File: config.mk
export PLATFORM = sky130hd
export DESIGN_NAME = sync_fifo_param
export DESIGN_NICKNAME = d
export VERILOG_FILES = /design/src/rtl/sync_fifo_pkg.sv /design/src/rtl/sync_fifo_mem.sv /design/src/rtl/sync_fifo_param.sv
export SDC_FILE = /design/constraint.sdc
export NUM_CORES = 1
export LEC_CHECK = 0
export BUFFER_PORTS_ARGS = -buffer_cell sky130_fd_sc_hd__buf_2
export CORE_UTILIZATION = 40
export CTS_CLUSTER_DIAMETER = 80
export DETAILED_ROUTE_END_ITERATION = 8
export HOLD_SLACK_MARGIN = 0.02
export PLACE_DENSITY_LB_ADDON = 0.08
export RECOVER_POWER = 25
export SLEW_MARGIN = 40
export SYNTH_ARGS = -nofsm -noshare
export SYNTH_HDL_FRONTEND = slang
export SYNTH_SLANG_ARGS = --single-unit
File: constraint.sdc
create_clock -name clk -period 2.8 [get_ports clk]
set_input_delay 0.42 -clock clk [delete_from_list [all_inputs] [get_ports clk]]
set_output_delay 0.42 -clock clk [all_outputs]
set_load 0.05 [all_outputs]
File: src/rtl/sync_fifo_pkg.sv
// rtl/sync_fifo_pkg.sv - shared defaults and count-width helper for the synchronous FIFO
package sync_fifo_pkg;

  localparam int DEF_DATA_W = 8;
  localparam int DEF_DEPTH  = 16;

  // Occupancy needs one extra bit so that a full FIFO (count == DEPTH) is representable.
  function automatic int cnt_w(input int depth);
    return $clog2(depth) + 1;
  endfunction

endpackage

File: src/rtl/sync_fifo_mem.sv
// rtl/sync_fifo_mem.sv - DEPTH x DATA_W register array, synchronous write, asynchronous read
module sync_fifo_mem #(
  parameter int DATA_W = 8,
  parameter int DEPTH  = 16
) (
  input  logic                       clk,
  input  logic                       we,
  input  logic [$clog2(DEPTH)-1:0]   waddr,
  input  logic [DATA_W-1:0]          wdata,
  input  logic [$clog2(DEPTH)-1:0]   raddr,
  output logic [DATA_W-1:0]          rdata
);

  logic [DATA_W-1:0] mem [DEPTH];

  // Storage is deliberately not reset; the control logic discards contents via the pointers.
  always_ff @(posedge clk) begin
    if (we) begin
      mem[waddr] <= wdata;
    end
  end

  assign rdata = mem[raddr];

endmodule

File: src/rtl/sync_fifo_param.sv
// rtl/sync_fifo_param.sv - parameterised synchronous FIFO with occupancy flags and sticky errors
// Define SYNC_FIFO_FWFT_EN for first-word-fall-through reads; default is 1-cycle registered reads.
module sync_fifo_param
  import sync_fifo_pkg::*;
#(
  parameter int DATA_W    = DEF_DATA_W,
  parameter int DEPTH     = DEF_DEPTH,
  parameter int AFULL_TH  = DEPTH - 2,
  parameter int AEMPTY_TH = 2
) (
  input  logic                      clk,
  input  logic                      rst,
  input  logic                      wr_en,
  input  logic [DATA_W-1:0]         buf_in,
  input  logic                      rd_en,
  input  logic                      clr_err,
  output logic [DATA_W-1:0]         buf_out,
  output logic                      rd_valid,
  output logic                      buf_empty,
  output logic                      buf_full,
  output logic                      almost_empty,
  output logic                      almost_full,
  output logic [cnt_w(DEPTH)-1:0]   fifo_counter,
  output logic                      overflow,
  output logic                      underflow
);

  localparam int AW = $clog2(DEPTH);
  localparam int CW = cnt_w(DEPTH);

  logic [AW-1:0]     wr_ptr;
  logic [AW-1:0]     rd_ptr;
  logic [DATA_W-1:0] mem_rdata;
  logic              wr_ok;
  logic              rd_ok;
  logic              ovf_evt;
  logic              udf_evt;

  assign buf_empty    = (fifo_counter == '0);
  assign buf_full     = (fifo_counter == CW'(DEPTH));
  assign almost_empty = (fifo_counter <= CW'(AEMPTY_TH));
  assign almost_full  = (fifo_counter >= CW'(AFULL_TH));

  assign rd_ok   = rd_en & ~buf_empty;
  assign wr_ok   = wr_en & (~buf_full | rd_ok);
  assign ovf_evt = wr_en & buf_full & ~rd_ok;
  // A read on an empty FIFO paired with a write is not an error: the write alone proceeds.
  assign udf_evt = rd_en & buf_empty & ~wr_en;

  sync_fifo_mem #(
    .DATA_W (DATA_W),
    .DEPTH  (DEPTH)
  ) u_mem (
    .clk   (clk),
    .we    (wr_ok),
    .waddr (wr_ptr),
    .wdata (buf_in),
    .raddr (rd_ptr),
    .rdata (mem_rdata)
  );

  always_ff @(posedge clk or posedge rst) begin
    if (rst) begin
      wr_ptr       <= '0;
      rd_ptr       <= '0;
      fifo_counter <= '0;
      overflow     <= 1'b0;
      underflow    <= 1'b0;
    end else begin
      if (wr_ok) begin
        wr_ptr <= wr_ptr + AW'(1);
      end
      if (rd_ok) begin
        rd_ptr <= rd_ptr + AW'(1);
      end
      case ({wr_ok, rd_ok})
        2'b10:   fifo_counter <= fifo_counter + CW'(1);
        2'b01:   fifo_counter <= fifo_counter - CW'(1);
        default: fifo_counter <= fifo_counter;
      endcase
      // A new error in the clear cycle wins over the clear.
      overflow  <= ovf_evt | (overflow  & ~clr_err);
      underflow <= udf_evt | (underflow & ~clr_err);
    end
  end

`ifdef SYNC_FIFO_FWFT_EN
  assign buf_out  = buf_empty ? '0 : mem_rdata;
  assign rd_valid = ~buf_empty;
`else
  always_ff @(posedge clk or posedge rst) begin
    if (rst) begin
      buf_out  <= '0;
      rd_valid <= 1'b0;
    end else begin
      rd_valid <= rd_ok;
      if (rd_ok) begin
        buf_out <= mem_rdata;
      end
    end
  end
`endif

endmodule

==> flow_summary.json <==
{
  "antenna_found_initial": 0,
  "synthTopCellsByArea": "edfxtp_1, mux4_2, dfrtp_1",
  "use_met3_pct": 4.33,
  "grt_use_met2_pct": 29.0,
  "drive_above_1_share_pct": 31.2,
  "cap_violations": 0,
  "tightest_slew_ps": 676,
  "row_count": 45,
  "initial_core_util_pct": 40.7,
  "wirelength_um": 12400,
  "slew-limit-headroom_pct": 54.9,
  "slowest_stage": "or4_4",
  "clk_path_buf_depth": 2,
  "status": "finished clean",
  "reg2reg_slack_ps": 220,
  "overflow": 0,
  "r2r_start": "fifo_counter[0]",
  "drtPass1Iterations": 4,
  "drc": 0,
  "ys_ff_latch": 152,
  "clk_latency_ps": 420,
  "required_ps": 3120,
  "antenna_cells": 0,
  "dp_hpwl_um": 7700,
  "use_met1_pct": 22.0,
  "r2r_cells": 9,
  "final-setup-viol-count": 0,
  "drt_iter0_drc": 156,
  "clock.fmax_ghz": 0.388,
  "core_area_um2": 15100,
  "synth_top_area_cell": "edfxtp_1",
  "slowest_delay_ps": 550,
  "rsz0062_at_grt": "false",
  "cp_max_fo": 7,
  "place_ws_ps": 227,
  "h-tree-depth": 4,
  "design.die.area_um2": 15900,
  "die_w_um": 126,
  "grt_usage_pct": 17.4,
  "yosysUniqueCellTypes": 40,
  "multi_input_area_um2": 1630,
  "syn_avg_cell_area_um2": 18.6,
  "start_kind": "register",
  "timing.setup.tns_ps": 0,
  "synthArstFlopShare_pct": 15.8,
  "setup_ws_ps": 225,
  "cts_buffers": 17,
  "io_buffers": 32,
  "busiest_layer": "met2",
  "cts_setup_buffers": 0,
  "nNetsFinal": 395,
  "cts_tree": "built",
  "netlist_area_um2": 6160,
  "hold_class": "in -> async",
  "ant_nets": 0,
  "vias": 3082,
  "clockRootBuffer": "clkbuf_16",
  "io_pins": 33,
  "cts_num_sinks": 152,
  "seq_area_um2": 4450,
  "path_class": "reg -> reg",
  "hold_violations": 0,
  "die_height_um": 126,
  "fin_crit_sh_pct": 92.0,
  "layout.cells.non_filler": 576,
  "numPlacedInstances": 544,
  "skew_ps": 7.06,
  "syn2layout_area_growth_pct": 15.4,
  "ys_top_cells_by_count": "edfxtp_1, mux4_2, dfrtp_1",
  "p_leak_nw": 2.50,
  "power_density_nw_per_um2": 1060,
  "seq_area_frac_synth_pct": 72.1,
  "grt_pass1_vias": 3230,
  "final.fill_count": 1311,
  "finalPower_w": 0.00758,
  "synth_edf_count": 128,
  "synth_top_area_share_pct": 62.4,
  "finalCriticalPeriod_ps": 2580,
  "synth.net_count": 351,
  "critPathCaptureType": "register",
  "cts_hold_buf": 0,
  "synthCells": 331,
  "wire_per_inst_um": 21.6,
  "clkTransAtPathRegs_ps": 60,
  "critPathLaunch": "fifo_counter[0]",
  "synthFlopType": "edfxtp_1",
  "report.final.slew_viol_count": 0,
  "worst_ep_arrival_time_ps": 2900,
  "gp_congestion": 0.731,
  "vias_per_cell": 5.35,
  "rr_endpoint": "fifo_counter[4]",
  "synth_most_common_cell": "edfxtp_1",
  "peakVddDrop_mv": 0.506,
  "yosys_warnings": 0,
  "grt_max_degree": 36,
  "cts_resized": 0,
  "grt_pass1_wl_um": 19400,
  "cp_cell_sequence": "or4_4 > o21a_4 > xor2_1 > ha_2 > or2_2 > o221ai_1 > a22o_1 > nor4b_1 > a311oi_1"
}
worst max-delay path by stage:
stage / slack, ps / endpoint / depth (start not counted)
6_report: 220 / fifo_counter[4] / 9
5_1_grt: 90 / fifo_counter[4] / 9
2_1_floorplan: 20 / fifo_counter[4] / 11
4_1_cts: 210 / fifo_counter[4] / 9
3_5_place_dp: 230 / fifo_counter[4] / 9
3_3_place_gp: 260 / fifo_counter[4] / 9
worst max-delay path: cells and delay by family, from the launching register on:
family | cells | cell delay [ps]
AOI/OAI and AO/OA | 4 | 790
xor gates and xnor gates | 1 | 150
DFF | 1 | 450
and+or+nand+nor | 3 | 880
adders and majority gates | 1 | 220
placed cells by master, fill, tap and decap left out, drive strengths merged:
cell      count
a2111oi       1
a21o          9
a21oi         4
a22o          3
a311oi        1
a31o          1
a31oi         1
buf          39
clkbuf       32
clkinv        5
clkinvlp      1
dfrtp        24
edfxtp      128
ha            7
inv           8
mux2          2
mux2i        18
mux4         32
nand2        15
nand2b        3
nand4         2
nor2         17
nor2b         1
nor3          4
nor4          1
nor4b         1
o21a          2
o21ai         3
o221ai        2
o22ai         8
o31ai         1
or2           1
or4           1
xnor2         9
xor2          1
final cells by class:
type	count	share of cell area, %
Timing Repair Buffer	45	3.87
Clock inverter	6	0.422
Multi-Input combinational cell	151	22.9
Tap cell	188	3.31
Inverter	8	0.422
Clock buffer	26	6.59
Sequential cell	152	62.5
power by group:
part / internal, W / switching [W]
clock network: 0.00114 / 0.000824
logic: 0.00106 / 0.00155
registers: 0.00281 / 0.000192
total: 0.00501 / 0.00257
sequential cells by signal (all words and copies together) (netlist names):
register	cells
wr_ptr	4
rd_ptr	4
underflow	1
u_mem.mem	128
rd_valid	1
buf_out	8
fifo_counter	5
overflow	1
per-stage QoR:
stage | utilization, % | cell area, um2 | hold WS, ps
2_1_floorplan | - | 6180 | 434
3_3_place_gp | 43.5 | 6600 | 455
3_5_place_dp | 43.7 | 6620 | 463
4_1_cts | 47.0 | 7120 | 42.4
5_1_grt | 47.0 | 7120 | 79.6
6_report | 47.0 | 7120 | 38.7
cells by family after synthesis:
family,count (synthesis),synth area share (%)
compound gates,36,4.38
mux,52,15.2
xor+xnor,10,1.42
buf+inv,28,2.11
fa+ha+maj,7,1.42
simple gates,46,3.41
flops,152,72.1
layer usage:
layer / wire length (um) / vias up
li1: - / 1397
met1: 5470 / 1608
met2: 6300 / 61
met3: 449 / 16
met4: 191 / 0
met5: 0 / -
Power figures use the tool's default switching activity.
